$ cat config.mk
export PLATFORM = sky130hd
export DESIGN_NAME = time_of_day_counter
export DESIGN_NICKNAME = d
export VERILOG_FILES = /design/src/rtl/time_of_day_counter.sv
export SDC_FILE = /design/constraint.sdc
export NUM_CORES = 1
export LEC_CHECK = 0
export CORE_ASPECT_RATIO = 1.5
export CORE_MARGIN = 2
export CORE_UTILIZATION = 54
export CTS_CLUSTER_DIAMETER = 150
export DETAILED_ROUTE_END_ITERATION = 12
export HOLD_SLACK_MARGIN = 0.02
export MAX_ROUTING_LAYER = met4
export PLACE_DENSITY = 0.88
export SYNTH_ARGS = -nofsm -noshare
export SYNTH_HDL_FRONTEND = slang
export SYNTH_SLANG_ARGS = --single-unit
$ cat constraint.sdc
create_clock -name min_clk -period 3.3 [get_ports min_clk]
set_input_delay 0.825 -clock min_clk [delete_from_list [all_inputs] [get_ports min_clk]]
set_output_delay 0.825 -clock min_clk [all_outputs]
set_load 0.005 [all_outputs]
$ cat src/rtl/time_of_day_counter.sv
// BCD HH:MM time-of-day counter on the minute clock, with a two-state set handshake.
// Latency: count updates one edge after tick; a set commits one edge after accept. set_ready drops for the CHECK edge.
// Optional alarm comparator is built when TOD_ALARM_EN is defined.
module time_of_day_counter #(
  parameter logic [7:0] RESET_HH = 8'h00,
  parameter logic [7:0] RESET_MM = 8'h00
) (
  input  logic       min_clk,
  input  logic       reset,
  input  logic       tick_en,
  input  logic       set_valid,
  input  logic [7:0] set_hh,
  input  logic [7:0] set_mm,
  output logic       set_ready,
  output logic       set_ack,
  output logic       set_err,
  output logic [7:0] hh,
  output logic [7:0] mm,
  output logic       hour_roll,
  output logic       day_roll
`ifdef TOD_ALARM_EN
  ,
  input  logic [7:0] alarm_hh,
  input  logic [7:0] alarm_mm,
  input  logic       alarm_arm,
  output logic       alarm_match
`endif
);

  typedef enum logic {ST_RUN = 1'b0, ST_CHECK = 1'b1} state_e;

  state_e     state_q;
  logic       set_ready_q, set_ack_q, set_err_q, hour_roll_q, day_roll_q;
  logic [7:0] hh_q, mm_q, lat_hh_q, lat_mm_q;
  logic [7:0] hh_d, mm_d, hh_inc, mm_inc;
  logic       mm_carry, hh_wrap, accept;
  logic       ack_d, err_d, hour_roll_d, day_roll_d;

  function automatic logic bcd_legal(input logic [7:0] h, input logic [7:0] m);
    return (h[3:0] <= 4'd9) && (h[7:4] <= 4'd2) && (h <= 8'h23) &&
           (m[3:0] <= 4'd9) && (m[7:4] <= 4'd5);
  endfunction

  // Increment candidates; hours advance only when the minutes carry out.
  always_comb begin
    mm_carry = 1'b0;
    hh_wrap  = 1'b0;
    if (mm_q[3:0] == 4'd9) begin
      if (mm_q[7:4] == 4'd5) begin
        mm_inc   = 8'h00;
        mm_carry = 1'b1;
      end else begin
        mm_inc = {mm_q[7:4] + 4'd1, 4'd0};
      end
    end else begin
      mm_inc = {mm_q[7:4], mm_q[3:0] + 4'd1};
    end
    if (hh_q == 8'h23) begin
      hh_inc  = 8'h00;
      hh_wrap = 1'b1;
    end else if (hh_q[3:0] == 4'd9) begin
      hh_inc = {hh_q[7:4] + 4'd1, 4'd0};
    end else begin
      hh_inc = {hh_q[7:4], hh_q[3:0] + 4'd1};
    end
  end

  always_comb begin
    accept      = set_valid & set_ready_q;
    hh_d        = hh_q;
    mm_d        = mm_q;
    ack_d       = 1'b0;
    err_d       = 1'b0;
    hour_roll_d = 1'b0;
    day_roll_d  = 1'b0;
    if (state_q == ST_CHECK) begin
      if (bcd_legal(lat_hh_q, lat_mm_q)) begin
        hh_d  = lat_hh_q;
        mm_d  = lat_mm_q;
        ack_d = 1'b1;
      end else begin
        err_d = 1'b1;
      end
    end else if (!accept && tick_en) begin
      // Ticks coinciding with an accept are dropped so the set value wins.
      mm_d = mm_inc;
      if (mm_carry) begin
        hh_d        = hh_inc;
        hour_roll_d = 1'b1;
        day_roll_d  = hh_wrap;
      end
    end
  end

  always_ff @(posedge min_clk or posedge reset) begin
    if (reset) begin
      state_q     <= ST_RUN;
      set_ready_q <= 1'b1;
      set_ack_q   <= 1'b0;
      set_err_q   <= 1'b0;
      hour_roll_q <= 1'b0;
      day_roll_q  <= 1'b0;
      hh_q        <= RESET_HH;
      mm_q        <= RESET_MM;
      lat_hh_q    <= 8'h00;
      lat_mm_q    <= 8'h00;
    end else begin
      hh_q        <= hh_d;
      mm_q        <= mm_d;
      set_ack_q   <= ack_d;
      set_err_q   <= err_d;
      hour_roll_q <= hour_roll_d;
      day_roll_q  <= day_roll_d;
      case (state_q)
        ST_RUN: begin
          if (accept) begin
            lat_hh_q    <= set_hh;
            lat_mm_q    <= set_mm;
            state_q     <= ST_CHECK;
            set_ready_q <= 1'b0;
          end
        end
        ST_CHECK: begin
          state_q     <= ST_RUN;
          set_ready_q <= 1'b1;
        end
        default: begin
          state_q     <= ST_RUN;
          set_ready_q <= 1'b1;
        end
      endcase
    end
  end

`ifdef TOD_ALARM_EN
  logic alarm_match_q;

  // Only a transition onto the alarm time fires; holding there stays quiet.
  always_ff @(posedge min_clk or posedge reset) begin
    if (reset) begin
      alarm_match_q <= 1'b0;
    end else begin
      alarm_match_q <= alarm_arm && ({hh_d, mm_d} != {hh_q, mm_q}) &&
                       ({hh_d, mm_d} == {alarm_hh, alarm_mm});
    end
  end

  assign alarm_match = alarm_match_q;
`endif

  assign set_ready = set_ready_q;
  assign set_ack   = set_ack_q;
  assign set_err   = set_err_q;
  assign hh        = hh_q;
  assign mm        = mm_q;
  assign hour_roll = hour_roll_q;
  assign day_roll  = day_roll_q;

endmodule

==> impl_metrics.yaml, run 1 <==
outcome:
  status: "complete, no violations"
timing:
  period_share_pct: 68.7
  final_max_slew_viol_count: 0
  slew_headroom_pct: 39.1
  period_minus_slack_ns: 2.27
  rsz0062_at_grt: "false"
  setup_violations: 0
  fmax_ghz: 0.441
  setup_tns_ns: 0
  worst_pin_slew_ns: 0.914
  hold_violations: 0
  clock-skew-final_ns: 0.0126
route:
  route.detailed.drc: 0
  drtIter0Drc: 39
  firstDrtPassIters: 4
  postRouteAntennaNets: 0
  routed_wl_microns: 4010
  wl_per_cell_microns: 15.3
  vias_per_cell: 5.83
  vias: 1527
layout:
  mostFrequentLayoutCells: "clkdlybuf4s50_1, dfrtp_1, nand2_1, mux2_2, o21ai_0"
  drive_gt1_share_pct: 15.5
  fin_cells: 262
  ff_latch_area_sq_um: 952
  fillCellCount: 257
  multi_input_area_sq_um: 921
  insertedDiodeCount: 0
  fin_util_pct: 72.9
  syn2layout_area_growth_pct: 28.5
  postLayoutCellArea_sq_um: 2490
  mostFrequentLayoutCell: "clkdlybuf4s50_1"
  finish.net_count: 247
global_routing:
  track_usage_pct: 22.2
  grt_pass1_vias: 1453
  antenna_found_initial: 0
  grt_use_met2_pct: 34.9
  met1_usage_pct: 26.0
  grt_max_degree: 39
  grt-ovfl-total: 0
  grt_util_met3_pct: 5.19
  grt_pass1_wl_microns: 6600
  grt_most_used_layer: "met2"
clock_tree:
  post_cts_resized: 0
  numCtsBuffers: 5
  path_clk_slew_ns: 0.08
  cts_root_buffer: "clkbuf_8"
  tritoncts: "built"
  hold_buffers: 0
  post_cts_buffers: 0
  cts.sinks: 38
  clk-insertion-delay-late_ns: 0.29
  clock_path_buffers: 2
  cts_max_level: 2
place:
  place_inst: 254
  dpl.hpwl_microns: 2780
  gp_congestion: 0.833
  io_buffers: 40
  post_dp_cell_area_sq_um: 2370
power:
  cellLeakagePower_nw: 1.03
  finalPower_mw: 1.98
  peakVddDrop_uv: 578
  power_density_nw_per_um2: 794
logic_synthesis:
  synthXorXnorAreaFrac_pct: 0.904
  synth-simple-area-share_pct: 12.7
  synth_top_area_share_pct: 47.8
  seq_area_frac_synth_pct: 49.2
  synth_cell_types: 42
  synth-async-reset-ratio_pct: 100
  syn_nets: 204
  synth_compound_area_share_pct: 17.8
  synth.area.top_cells: "dfrtp_1, mux2_2, ha_1, nand2_1, o21ai_0"
  postSynthAreaPerCell_sq_um: 11.0
  synthFlopType: "dfrtp_1"
  netlist_instances: 176
  synth.largest_area_cell: "dfrtp_1"
  netlist_area_sq_um: 1940
  synth-adder-area-share_pct: 5.17
  synth_top_family_by_area: "compound AO/OA/AOI/OAI gates"
  synth_edf_count: 0
  synth_seq_cells: 38
  yosys_warnings: 0
  muxShareOfSynthArea_pct: 10.6
setup_path:
  critPathLaunchType: "input port"
  endpoint_kind: "register"
  cp.required_ns: 3.47
  crit_buf_inv: 1
  cp_max_fo: 13
  cpPeakStageDelay_ns: 0.47
  arrival_ns: 2.44
  path_class: "input port to register"
  crit_slowest_cell: "clkdlybuf4s50_1"
  path_cells: "clkdlybuf4s50_1, nor2b_1, nand4_1, o21ai_4, nand2_2, mux2_4"
  path_delay_family: "simple AND/OR/NAND/NOR gates"
floorplanning:
  core_area_sq_um: 3420
  rows: 26
  num_io_pins: 41
  die_w_microns: 52.9
  dieArea_sq_um: 4090
  die_height_microns: 77.4
  start_util_pct: 56.7
flow_run:
  drv_cap: 0
worst_hold_path:
  min_path_type: "register to register"
## flip-flops by register name, indices dropped and copies added, names as in the netlist
signal	cells
day_roll	1
hh	8
hour_roll	1
lat_hh_q	8
lat_mm_q	8
mm	8
set_ack	1
set_err	1
set_ready	1
state_q	1
## worst register-to-register path, cell delays in order (launching register included)
cell and delay (ns):
dfrtp_1 0.73, nor2b_1 0.35, nand4_1 0.26, o21ai_4 0.22, nand2_2 0.11, mux2_4 0.33
## cell families (layout without fill, tap and decap cells)
kind of cell             Yosys count  in the layout
AND/OR/NAND/NOR                   48             48
AO/OA/AOI/OAI                     46             46
flip-flops                        38             38
multiplexers                      18             18
buffers and inverters             16             60
adder cells (fa/ha/maj)            8              8
XOR/XNOR                           2              2
## cell usage after synthesis (all sizes together) (2+ instances only)
library cell / number
dfrtp: 37
mux2: 17
nand2: 17
o21ai: 14
inv: 10
nor2: 10
a21oi: 9
ha: 8
nand3: 7
a22o: 5
buf: 4
nor3: 4
o31ai: 4
a31oi: 3
and3b: 2
clkbuf: 2
nand2b: 2
o211ai: 2
o21a: 2
## path summary, 6_finish.rpt
path                                           end                  start  depth (start not counted)  slack, ns
setup / recovery                 hh[7]$_DFFE_PP0P_                tick_en                          6       1.03
hold / removal               set_ready$_DFFE_PP1P_  set_ready$_DFFE_PP1P_                          2       0.49
min in group asynchronous  lat_hh_q[5]$_DFFE_PP0P_                  reset                          3       0.93
setup reg to reg                 hh[7]$_DFFE_PP0P_      state_q$_DFF_PP0_                          5       1.18
max in group asynchronous    set_ready$_DFFE_PP1P_                  reset                          3       2.02
hold reg to reg              set_ready$_DFFE_PP1P_  set_ready$_DFFE_PP1P_                          2       0.49
## routing by layer
metal,vias up,part of all wire [%],routed length (microns)
li1,722,-,-
met1,744,39,1550
met2,45,54,2160
met3,16,3.9,155
met4,0,3.5,140
met5,-,0,0
## area by class of cell
class                      count  area share, %
clock inverter                 2           1.51
tap                           42           2.11
multi-input combinational    122           37.0
inverter                      10           1.51
timing repair buffer          42           16.7
sequential                    38           38.3
clock buffer                   6           2.92
## report_power, final
part	internal [mW]	total, mW	switching (mW)
clock	0.225	0.388	0.162
combinational	0.407	0.720	0.312
sequential	0.644	0.868	0.224
total	1.28	1.98	0.699
## per-stage QoR
step / hold slack [ns] / setup WS, ns
floorplan: 0.476 / 1.28
CTS: 0.492 / 0.844
global route: 0.517 / 0.955
finish: 0.491 / 1.03
detailed placement: 0.481 / 0.744
global placement: 0.474 / 0.781
Power figures use the tool's default switching activity.
==> inputs of run 2 (changes only) <==
CORE_UTILIZATION = 50   (was 54)
PLACE_DENSITY = 0.83   (was 0.88)
clock period = 2.3 ns   (was 3.3 ns; I/O delays follow)
==> impl_metrics.yaml, run 2 (synthesized netlist as in run 1, its figures left out) <==
route:
  drtIter0Drc: 43
  wl_per_cell_microns: 15.0
  routed_wl_microns: 4010
  postRouteAntennaNets: 0
  vias: 1520
  route.detailed.drc: 0
  vias_per_cell: 5.69
  firstDrtPassIters: 4
setup_path:
  endpoint_kind: "register"
  cp.required_ns: 2.47
  crit_start: "lat_mm_q[6]$_DFFE_PP0P_"
  path_delay_family: "compound AO/OA/AOI/OAI gates"
  path_cells: "a2111oi_4, nand3_4, o21ai_4, nand2_2, mux2_4"
  arrival_ns: 2.11
  r2r_start: "lat_mm_q[6]$_DFFE_PP0P_"
  crit_buf_inv: 0
  crit_slowest_cell: "a2111oi_4"
  critPathLaunchType: "register"
  cp_max_fo: 13
  cpPeakStageDelay_ns: 0.45
  path_class: "register to register"
layout:
  finish.net_count: 251
  insertedDiodeCount: 0
  postLayoutCellArea_sq_um: 2540
  fillCellCount: 276
  drive_gt1_share_pct: 17.0
  mostFrequentLayoutCell: "clkdlybuf4s50_1"
  mostFrequentLayoutCells: "clkdlybuf4s50_1, dfrtp_1, nand2_1, mux2_2, o21ai_0"
  syn2layout_area_growth_pct: 31.4
timing:
  clock-skew-final_ns: 0.00660
  fmax_ghz: 0.517
  final_max_slew_viol_count: 0
  setup_violations: 0
  rsz0062_at_grt: "false"
  period_minus_slack_ns: 1.93
  setup_tns_ns: 0
  fin_hold_ws_ns: 0.499
  slew_headroom_pct: 63.7
  worst_pin_slew_ns: 0.544
  period_share_pct: 84.0
  hold_violations: 0
clock_tree:
  clock_path_buffers: 2
  cts.sinks: 38
  post_cts_resized: 0
  tritoncts: "built"
  clk-insertion-delay-late_ns: 0.29
  hold_buffers: 0
  cts_max_level: 2
  post_cts_buffers: 0
  cts_root_buffer: "clkbuf_8"
  path_clk_slew_ns: 0.07
  numCtsBuffers: 5
outcome:
  status: "complete, no violations"
worst_hold_path:
  min_path_type: "register to register"
  worstHoldStart: "set_ready$_DFFE_PP1P_"
power:
  cellLeakagePower_nw: 1.07
  power_density_nw_per_um2: 1170
  peakVddDrop_uv: 867
global_routing:
  grt-ovfl-total: 0
  grt_pass1_vias: 1394
  grt_pass1_wl_microns: 6450
  antenna_found_initial: 0
  grt_max_degree: 39
  track_usage_pct: 20.7
place:
  post_dp_cell_area_sq_um: 2400
  io_buffers: 40
  gp_congestion: 0.849
  dpl.hpwl_microns: 2850
floorplanning:
  core_area_sq_um: 3680
  die_w_microns: 54.8
  num_io_pins: 41
  die_height_microns: 80.2
  start_util_pct: 52.6
  rows: 27
  dieArea_sq_um: 4400
flow_run:
  drv_cap: 0
==> run 2: power by group <==
part           leakage (nW)  total (mW)  internal (mW)  switching [mW]
Sequential            0.463        1.23          0.924           0.306
Clock                0.0714       0.695          0.463           0.232
Combinational         0.536        1.04          0.594           0.446
==> run 2: final cells by class <==
cell class	instances	area (sq um)	share of cell area [%]
sequential	38	952	37.4
clock inverter	2	60.1	2.36
clock buffer	6	82.6	3.24
multi-input combinational	122	913	35.9
tap	43	53.8	2.11
timing repair buffer	46	445	17.5
inverter	10	37.5	1.47
==> run 2: worst paths after layout <==
path	cells past startpoint	end	slack, ns
worst max-delay path	5	hh[7]$_DFFE_PP0P_	0.37
worst min-delay path	2	set_ready$_DFFE_PP1P_	0.50
worst max register to register	5	hh[7]$_DFFE_PP0P_	0.37
worst min register to register	2	set_ready$_DFFE_PP1P_	0.50
max in group asynchronous	3	set_ready$_DFFE_PP1P_	1.25
min in group asynchronous	3	lat_hh_q[2]$_DFFE_PP0P_	0.69
==> run 2: worst register-to-register path: stages (launching register included) <==
cell,delay (ns)
dfrtp_1,0.42
a2111oi_4,0.45
nand3_4,0.17
o21ai_4,0.35
nand2_2,0.12
mux2_4,0.30
==> run 2: per-stage QoR <==
| stage | utilization, % | cells | setup slack (ns) | power (mW) |
|---|---|---|---|---|
| 6_report | 69.1 | 267 | 0.367 | 2.97 |
| 5_1_grt | 69.1 | 267 | 0.273 | 3.16 |
| 4_1_cts | 69.1 | 267 | 0.363 | 2.99 |
| 3_5_place_dp | 65.2 | 259 | 0.0882 | 2.29 |
| 3_3_place_gp | 65.2 | 259 | 0.149 | 2.24 |
| 2_1_floorplan | - | 176 | 0.532 | 1.83 |
==> run 2: metal layers <==
| metal | vias to the layer above | wire length [microns] | GRT usage (%) |
|---|---|---|---|
| met5 | - | 0 | - |
| met4 | 0 | 95 | 9.75 |
| met3 | 7 | 144 | 3.35 |
| met2 | 43 | 2100 | 32.9 |
| met1 | 745 | 1670 | 25.1 |
| li1 | 725 | - | - |
==> inputs of run 3 (changes only) <==
clock period = 1.89 ns   (was 2.3 ns; I/O delays follow)
==> impl_metrics.yaml, run 3 (synthesized netlist as in run 1, its figures left out) <==
outcome:
  status: "complete, no violations"
timing:
  clock-skew-final_ns: 0.00715
  hold_violations: 0
  rsz0062_at_grt: "true"
  final_max_slew_viol_count: 0
  fin_hold_ws_ns: 0.498
  period_minus_slack_ns: 1.80
  worst_pin_slew_ns: 0.406
  slew_headroom_pct: 72.9
  fmax_ghz: 0.554
  setup_violations: 0
  period_share_pct: 95.5
floorplanning:
  num_io_pins: 41
  die_w_microns: 54.8
  start_util_pct: 52.6
  rows: 27
  dieArea_sq_um: 4400
  core_area_sq_um: 3680
  die_height_microns: 80.2
setup_path:
  path_cells: "clkdlybuf4s50_1"
  crit_buf_inv: 1
  path_delay_family: "buffers and inverters"
  cp_max_fo: 7
  cp.required_ns: 1.42
  path_class: "register to output pin"
  reg2reg_depth: 6
  endpoint_kind: "output pin"
  arrival_ns: 1.33
  critPathLaunchType: "register"
  path_depth: 1
  crit_slowest_cell: "clkdlybuf4s50_1"
  cpPeakStageDelay_ns: 0.55
global_routing:
  track_usage_pct: 22.2
  grt_pass1_vias: 1562
  grt_max_degree: 25
  grt-ovfl-total: 0
  grt_pass1_wl_microns: 6910
  antenna_found_initial: 0
route:
  drtIter0Drc: 28
  postRouteAntennaNets: 0
  vias: 1563
  route.detailed.drc: 0
  vias_per_cell: 5.60
  firstDrtPassIters: 4
  routed_wl_microns: 4240
  wl_per_cell_microns: 15.2
clock_tree:
  cts.sinks: 38
  clock_path_buffers: 2
  post_cts_buffers: 0
  clk-insertion-delay-late_ns: 0.29
  tritoncts: "built"
  cts_max_level: 2
  numCtsBuffers: 5
  cts_root_buffer: "clkbuf_8"
  path_clk_slew_ns: 0.07
layout:
  drive_gt1_share_pct: 21.2
  mostFrequentLayoutCells: "clkdlybuf4s50_1, dfrtp_1, buf_4"
  finish.net_count: 263
  insertedDiodeCount: 0
  mostFrequentLayoutCell: "clkdlybuf4s50_1"
  fillCellCount: 264
  syn2layout_area_growth_pct: 34.4
power:
  finalPower_mw: 3.50
  peakVddDrop_uv: 921
  power_density_nw_per_um2: 1340
  cellLeakagePower_nw: 1.11
worst_hold_path:
  min_path_type: "register to register"
  hold_depth: 2
flow_run:
  drv_cap: 0
place:
  gp_congestion: 0.954
  io_buffers: 40
  dpl.hpwl_microns: 3140
==> run 3: cell type report <==
class | count | area (sq um) | area share [%]
sequential | 38 | 952 | 36.6
timing repair buffer | 58 | 539 | 20.7
tap | 43 | 53.8 | 2.07
multi-input combinational | 122 | 928 | 35.7
clock buffer | 7 | 86.3 | 3.32
inverter | 10 | 37.5 | 1.44
clock inverter | 1 | 5.00 | 0.192
==> run 3: where the power goes <==
part | internal, mW | switching [mW]
Sequential | 1.13 | 0.338
Clock | 0.294 | 0.272
Combinational | 0.836 | 0.632
==> run 3: final timing paths <==
kind	start	to	slack, ns
max	hh[3]$_DFFE_PP0P_	hh[3]	0.09
min	set_ready$_DFFE_PP1P_	set_ready$_DFFE_PP1P_	0.50
max reg2reg	hh[1]$_DFFE_PP0P_	hh[7]$_DFFE_PP0P_	0.10
min reg2reg	set_ready$_DFFE_PP1P_	set_ready$_DFFE_PP1P_	0.50
max in group asynchronous	reset	lat_mm_q[5]$_DFFE_PP0P_	1.10
min in group asynchronous	reset	hh[0]$_DFFE_PP0P_	0.51
==> run 3: worst min-delay path, cell delays in order, from the launching register on <==
cell	delay, ns
dfstp_2	0.38
inv_1	0.04
o21ai_0	0.07
==> run 3: per-stage QoR <==
stage                     instance area (sq um)  worst slack [ns]  std cells  util, %  setup TNS (ns)
after floorplan                            1940             0.162        176        -               0
final                                      2600            0.0858        279     70.7               0
after global placement                     2480           -0.0147        270     67.5         -0.0917
after detailed placement                   2480           -0.0840        270     67.5          -0.516
after CTS                                  2580            0.0928        278     70.0               0
after global routing                       2600          0.000885        279     70.7               0
==> run 3: routing by layer <==
layer | share of wire (%) | vias to the layer above | GRT usage (%)
met3 | 3.4 | 10 | 3.35
met1 | 41 | 757 | 27.4
li1 | - | 751 | -
met2 | 53 | 45 | 35.1
met5 | 0 | - | -
met4 | 2.2 | 0 | 10.0
==> run 3: timing repair <==
| item | in CTS | in global routing |
|---|---|---|
| setup endpoints to repair | 0 | 2 |
| hold buffers | 0 | 0 |
| resized for setup | 0 | 2 |
